`config.mk`:
```
export PLATFORM = sky130hd
export DESIGN_NAME = gpio_bank
export DESIGN_NICKNAME = d
export VERILOG_FILES = /design/src/rtl/gpio_pkg.sv /design/src/rtl/gpio_sync_edge.sv /design/src/rtl/gpio_bank.sv
export SDC_FILE = /design/constraint.sdc
export NUM_CORES = 1
export LEC_CHECK = 0
export ABC_AREA = 1
export CORE_UTILIZATION = 25
export DETAILED_ROUTE_END_ITERATION = 12
export GPL_TIMING_DRIVEN = 0
export SLEW_MARGIN = 20
export SYNTH_ARGS = -nofsm -noshare
export SYNTH_HDL_FRONTEND = slang
export SYNTH_SLANG_ARGS = --single-unit
```
`constraint.sdc`:
```
create_clock -name HCLK -period 2.65 [get_ports HCLK]
set_input_delay 0.265 -clock HCLK [delete_from_list [all_inputs] [get_ports HCLK]]
set_output_delay 0.265 -clock HCLK [all_outputs]
set_load 0.01 [all_outputs]
```
`src/rtl/gpio_pkg.sv`:
```
// Shared definitions for the gpio_bank register map.
// GPIO_OFF_DEB is decoded only when GPIO_DEBOUNCE_EN is defined.
package gpio_pkg;

    localparam int GPIO_ADDR_WIDTH = 4;

    localparam logic [31:0] GPIO_OFF_IN       = 32'd0;
    localparam logic [31:0] GPIO_OFF_OUT      = 32'd1;
    localparam logic [31:0] GPIO_OFF_DIR      = 32'd2;
    localparam logic [31:0] GPIO_OFF_OUT_SET  = 32'd3;
    localparam logic [31:0] GPIO_OFF_OUT_CLR  = 32'd4;
    localparam logic [31:0] GPIO_OFF_OUT_TGL  = 32'd5;
    localparam logic [31:0] GPIO_OFF_IRQ_EN   = 32'd6;
    localparam logic [31:0] GPIO_OFF_IRQ_RISE = 32'd7;
    localparam logic [31:0] GPIO_OFF_IRQ_FALL = 32'd8;
    localparam logic [31:0] GPIO_OFF_IRQ_STAT = 32'd9;
    localparam logic [31:0] GPIO_OFF_DEB      = 32'd10;

endpackage

```
`src/rtl/gpio_sync_edge.sv`:
```
// Pad input synchroniser with rise/fall detection for a whole bank.
// GPIO_DEBOUNCE_EN inserts a per-pin debounce filter between the synchroniser and the edge detector.
module gpio_sync_edge #(
    parameter int DATA_WIDTH     = 16,
    parameter int DEBOUNCE_WIDTH = 8
) (
    input  logic                      HCLK,
    input  logic                      HRESETn,
    input  logic [DATA_WIDTH-1:0]     gpin,
`ifdef GPIO_DEBOUNCE_EN
    input  logic [DEBOUNCE_WIDTH-1:0] deb_limit,
`endif
    output logic [DATA_WIDTH-1:0]     level,
    output logic [DATA_WIDTH-1:0]     rise,
    output logic [DATA_WIDTH-1:0]     fall
);

    logic [DATA_WIDTH-1:0] meta;
    logic [DATA_WIDTH-1:0] sync;
    logic [DATA_WIDTH-1:0] del;

    // NOTE: non-blocking assignments so every flop samples the pre-edge value of its source.
    always_ff @(posedge HCLK or negedge HRESETn) begin
        if (!HRESETn) begin
            meta <= '0;
            sync <= '0;
            del  <= '0;
        end else begin
            meta <= gpin;
            sync <= meta;
            del  <= level;
        end
    end

`ifdef GPIO_DEBOUNCE_EN
    logic [DEBOUNCE_WIDTH-1:0] cnt [DATA_WIDTH];
    logic [DATA_WIDTH-1:0]     flt;

    // NOTE: the counter array is a plain register file, so it is cleared element by element in reset.
    always_ff @(posedge HCLK or negedge HRESETn) begin
        if (!HRESETn) begin
            flt <= '0;
            for (int i = 0; i < DATA_WIDTH; i++) cnt[i] <= '0;
        end else begin
            for (int i = 0; i < DATA_WIDTH; i++) begin
                if (sync[i] != flt[i]) begin
                    if (cnt[i] == deb_limit) begin
                        flt[i] <= sync[i];
                        cnt[i] <= '0;
                    end else begin
                        cnt[i] <= cnt[i] + DEBOUNCE_WIDTH'(1);
                    end
                end else begin
                    cnt[i] <= '0;
                end
            end
        end
    end

    assign level = flt;
`else
    assign level = sync;
`endif

    assign rise = level & ~del;
    assign fall = ~level & del;

endmodule

```
`src/rtl/gpio_bank.sv`:
```
// Parametrised GPIO bank: bus decode, output/direction registers, edge interrupts and irq.
// Define GPIO_DEBOUNCE_EN to add per-pin input debouncing and the DEB_LIMIT register.
module gpio_bank
    import gpio_pkg::*;
#(
    parameter int DATA_WIDTH     = 16,
    parameter int ADDR_WIDTH     = GPIO_ADDR_WIDTH,
    parameter int DEBOUNCE_WIDTH = 8
) (
    input  logic                  HCLK,
    input  logic                  HRESETn,
    input  logic                  gpio_sel,
    input  logic                  gpio_req,
    input  logic                  gpio_write,
    input  logic [ADDR_WIDTH-1:0] gpio_addr,
    input  logic [31:0]           gpio_wdata,
    output logic                  gpio_gnt,
    output logic                  gpio_rvalid,
    output logic [31:0]           gpio_rdata,
    input  logic [DATA_WIDTH-1:0] gpin,
    output logic [DATA_WIDTH-1:0] gpout,
    output logic [DATA_WIDTH-1:0] gpoe,
    output logic                  irq
);

    logic [DATA_WIDTH-1:0] out_q, dir_q, ien_q, rise_en_q, fall_en_q, stat_q;
    logic [DATA_WIDTH-1:0] level, rise, fall, w1c, stat_next;
    logic [31:0]           addr_ext, rd_word;
    logic [DATA_WIDTH-1:0] wd;
    logic                  access, wr, rd;
    logic                  unused_wdata;

`ifdef GPIO_DEBOUNCE_EN
    logic [DEBOUNCE_WIDTH-1:0] deb_q;
`endif

    assign access       = gpio_sel & gpio_req;
    assign wr           = access & gpio_write;
    assign rd           = access & ~gpio_write;
    assign gpio_gnt     = access;
    assign addr_ext     = 32'(gpio_addr);
    assign wd           = gpio_wdata[DATA_WIDTH-1:0];
    assign unused_wdata = ^gpio_wdata;

    gpio_sync_edge #(
        .DATA_WIDTH     (DATA_WIDTH),
        .DEBOUNCE_WIDTH (DEBOUNCE_WIDTH)
    ) u_sync_edge (
        .HCLK      (HCLK),
        .HRESETn   (HRESETn),
        .gpin      (gpin),
`ifdef GPIO_DEBOUNCE_EN
        .deb_limit (deb_q),
`endif
        .level     (level),
        .rise      (rise),
        .fall      (fall)
    );

    // A new event on a bit overrides a W1C to that bit in the same cycle.
    always_comb begin
        w1c       = (wr && addr_ext == GPIO_OFF_IRQ_STAT) ? wd : '0;
        stat_next = (stat_q & ~w1c) | (rise & rise_en_q) | (fall & fall_en_q);
    end

    // NOTE: default assignment first so no path leaves rd_word unassigned (no latch).
    always_comb begin
        rd_word = '0;
        case (addr_ext)
            GPIO_OFF_IN:       rd_word = 32'(level);
            GPIO_OFF_OUT:      rd_word = 32'(out_q);
            GPIO_OFF_DIR:      rd_word = 32'(dir_q);
            GPIO_OFF_IRQ_EN:   rd_word = 32'(ien_q);
            GPIO_OFF_IRQ_RISE: rd_word = 32'(rise_en_q);
            GPIO_OFF_IRQ_FALL: rd_word = 32'(fall_en_q);
            GPIO_OFF_IRQ_STAT: rd_word = 32'(stat_q);
`ifdef GPIO_DEBOUNCE_EN
            GPIO_OFF_DEB:      rd_word = 32'(deb_q);
`endif
            default:           rd_word = '0;
        endcase
    end

    always_ff @(posedge HCLK or negedge HRESETn) begin
        if (!HRESETn) begin
            out_q       <= '0;
            dir_q       <= '0;
            ien_q       <= '0;
            rise_en_q   <= '0;
            fall_en_q   <= '0;
            stat_q      <= '0;
            irq         <= 1'b0;
            gpio_rvalid <= 1'b0;
            gpio_rdata  <= '0;
`ifdef GPIO_DEBOUNCE_EN
            deb_q       <= '0;
`endif
        end else begin
            gpio_rvalid <= access;
            gpio_rdata  <= rd ? rd_word : '0;
            stat_q      <= stat_next;
            irq         <= |(stat_q & ien_q);
            if (wr) begin
                case (addr_ext)
                    GPIO_OFF_OUT:      out_q     <= wd;
                    GPIO_OFF_DIR:      dir_q     <= wd;
                    GPIO_OFF_OUT_SET:  out_q     <= out_q | wd;
                    GPIO_OFF_OUT_CLR:  out_q     <= out_q & ~wd;
                    GPIO_OFF_OUT_TGL:  out_q     <= out_q ^ wd;
                    GPIO_OFF_IRQ_EN:   ien_q     <= wd;
                    GPIO_OFF_IRQ_RISE: rise_en_q <= wd;
                    GPIO_OFF_IRQ_FALL: fall_en_q <= wd;
`ifdef GPIO_DEBOUNCE_EN
                    GPIO_OFF_DEB:      deb_q     <= gpio_wdata[DEBOUNCE_WIDTH-1:0];
`endif
                    default: ;
                endcase
            end
        end
    end

    assign gpout = out_q;
    assign gpoe  = dir_q;

endmodule

```
==> flow_summary_export.csv <==
group,metric,value,unit
logic_synthesis,synth_cell_type_count,22,
die,io_pins,124,
critical_path,rrSetupSlack,1.37,ns
logic_synthesis,syn_area,7780,sq um
die,die_w,178,um
sta,fin_crit,2.27,ns
final_layout,multi_input_area,3130,sq um
pwr,powerDensity,676,nW/um^2
final_layout,fin_cells,1476,
final_layout,finalNetCount,1156,
sta,finalCritPeriodShare,85.7,%
drt,wl_per_cell,18.1,um
logic_synthesis,synthTopCellsByArea,"dfrtp_1, nand3_1, nand2_1",
placement,place_inst,1443,
logic_synthesis,yosys.area.top_type_share,52.1,%
die,core-area,30600,sq um
placement,globalplace.congestion,0.892,
pwr,peakVddDrop,0.000546,V
grt,grt_start_max_net_pins,88,
clocking,cts-root-buf,"clkbuf_16",
final_layout,fillers,3209,
drt,drc,0,
grt,grtUsageTotal,17.4,%
critical_path,startpoint_type,"primary input",
clocking,clk_latency,0.44,ns
critical_path,endpoint_kind,"flip-flop",
logic_synthesis,syn_inst,940,
clocking,htreeDepth,4,
clocking,clock_path_buffers,2,
placement,port_buffers,91,
clocking,cts_sinks,162,
sta,slew_headroom,44.8,%
clocking,ctsResizeCount,0,
drt,vias_per_cell,4.76,
grt,grt_pass1_wl,40700,um
die,dieArea,31800,sq um
critical_path,path_class,"in -> reg",
sta,finalHoldViolCount,0,
sta,clock.fmax,0.440,GHz
logic_synthesis,yosysTopAreaCell,"dfrtp_1",
drt,wirelength,26700,um
pwr,p_leak,4.70,nW
die,fp.dieH,178,um
logic_synthesis,ys_warn_count,0,
logic_synthesis,seq_area_frac_synth,52.1,%
sta,rsz0062_at_grt,"no",
status,outcome,"finished, final reports clean",
drt,vias,7028,
critical_path,crit_fanout,10,
grt,grt_pass1_vias,6731,
clocking,clk_pin_slew,0.06,ns
sta,worst_slew_pin_slew,0.828,ns
final_layout,seq_area,4050,sq um
sta,drv_slew,0,
grt,grt_overflow,0,
worst_hold_path,hp-class,"in -> reg",
flow_run,cap_violations,0,
die,start_util,25.4,%
sta,fin_worst_skew,0.0130,ns
critical_path,arrival,2.55,ns
grt,antenna_found_initial,0,
placement,dp_hpwl,18700,um
final_layout,area_delta_synth_final,27.4,%
die,num_rows,64,
final_layout,diodes,0,
logic_synthesis,avgSynthCellArea,8.27,sq um
sta,setup_violations,0,
drt,postRouteAntennaNets,0,
drt,drt-initial-drc-count,850,
logic_synthesis,ys_seq_elements,162,
critical_path,required,2.93,ns
pwr,total_power,6.69,mW
drt,first_pass_iters,6,
final_layout,drive_gt1_share,7.50,%
clocking,cts_tree,"built",
clocking,numCtsBuffers,17,
-- worst paths after layout --
| kind | start | cells after the start | endpoint |
|---|---|---|---|
| max | gpio_addr[1] | 7 | gpoe[3] |
| min | gpin[3] | 1 | u_sync_edge.meta[3] |
| max reg2reg | gpout[11] | 6 | gpout[11] |
| min reg2reg | u_sync_edge.meta[3] | 0 | u_sync_edge.level[3] |
| max in group asynchronous | HRESETn | 3 | gpoe[13] |
| min in group asynchronous | HRESETn | 2 | gpout[4] |
-- registers in the layout (all words and copies together) (netlist names) --
signal             flops
gpout                 16
rise_en_q             16
fall_en_q             16
irq                    1
u_sync_edge.meta      16
ien_q                 16
u_sync_edge.del       16
gpio_rvalid            1
stat_q                16
gpoe                  16
u_sync_edge.level     16
gpio_rdata            16
-- critical path, stage by stage --
cell,delay [ns]
clkdlybuf4s50_1,0.56
inv_2,0.06
nor2_1,0.56
nand3_1,0.40
clkbuf_1,0.45
nand2_1,0.16
o21ai_0,0.10
-- per-layer routing --
metal | vias up | GRT usage, % | wire length (um)
met2 | 363 | 26.5 | 11900
met5 | - | 0 | 0
met3 | 54 | 4.20 | 2480
met4 | 0 | 6.25 | 733
met1 | 3319 | 23.9 | 11600
li1 | 3292 | - | -
-- layout by cell type (no fill, tap or decap), drive strengths merged, types with 21 or more instances in the layout --
cell type	netlist	layout
clkbuf	27	48
o21ai	91	91
a21oi	21	21
dfrtp	162	162
nand2	205	205
buf	35	37
inv	88	89
nand3	163	163
ha	32	32
clkdlybuf4s50	0	90
nor2	84	84
-- synth_stat cells (all sizes together) --
master  instances
o21ai          91
a31oi          15
and3            1
nand4           4
nand3         163
buf            35
conb            1
nor2           84
inv            88
a21oi          21
nor3           11
ha             32
nand2         205
dfrtp         162
clkbuf         27
-- report_power, final --
part,switching [mW],internal [mW]
clock network,1.05,1.56
logic,0.620,0.477
registers,0.253,2.73
total,1.92,4.77
-- cells by family (layout without fill, tap and decap cells) --
| family | count (synthesis) | in the layout | synth area share [%] |
|---|---|---|---|
| buffers and inverters | 150 | 275 | 8.32 |
| AND/OR/NAND/NOR | 468 | 468 | 25.9 |
| flip-flops | 162 | 162 | 52.1 |
| AO/OA/AOI/OAI | 127 | 127 | 8.42 |
| adder cells (fa/ha/maj) | 32 | 32 | 5.15 |
| other | 1 | 16 | 0.0482 |
-- stage by stage --
stage / setup TNS (ns) / instance area (sq um) / hold slack, ns / setup slack (ns) / util (%)
floorplan: 0 / 7830 / -0.0306 / 1.39 / -
global placement: -892.67 / 9240 / 0.335 / -5.53 / 30.2
detailed placement: 0 / 9270 / 0.335 / 0.0931 / 30.3
CTS: 0 / 9900 / 0.259 / 0.534 / 32.4
global route: 0 / 9900 / 0.259 / 0.329 / 32.4
finish: 0 / 9900 / 0.263 / 0.380 / 32.4
-- layout make-up --
type,instances,share of cell area [%]
inverter,88,3.34
sequential,162,40.9
tap,396,5.00
clock inverter,11,1.53
timing repair buffer,93,9.63
multi-input combinational,643,31.6
clock buffer,21,4.75
buffer,62,3.20
-- what timing repair did --
item	4_1_cts	5_1_grt
hold endpoints to repair	86	0
hold buffers	1	0
buffers inserted	0	0
Note: power is estimated with default switching activity, not from simulation.
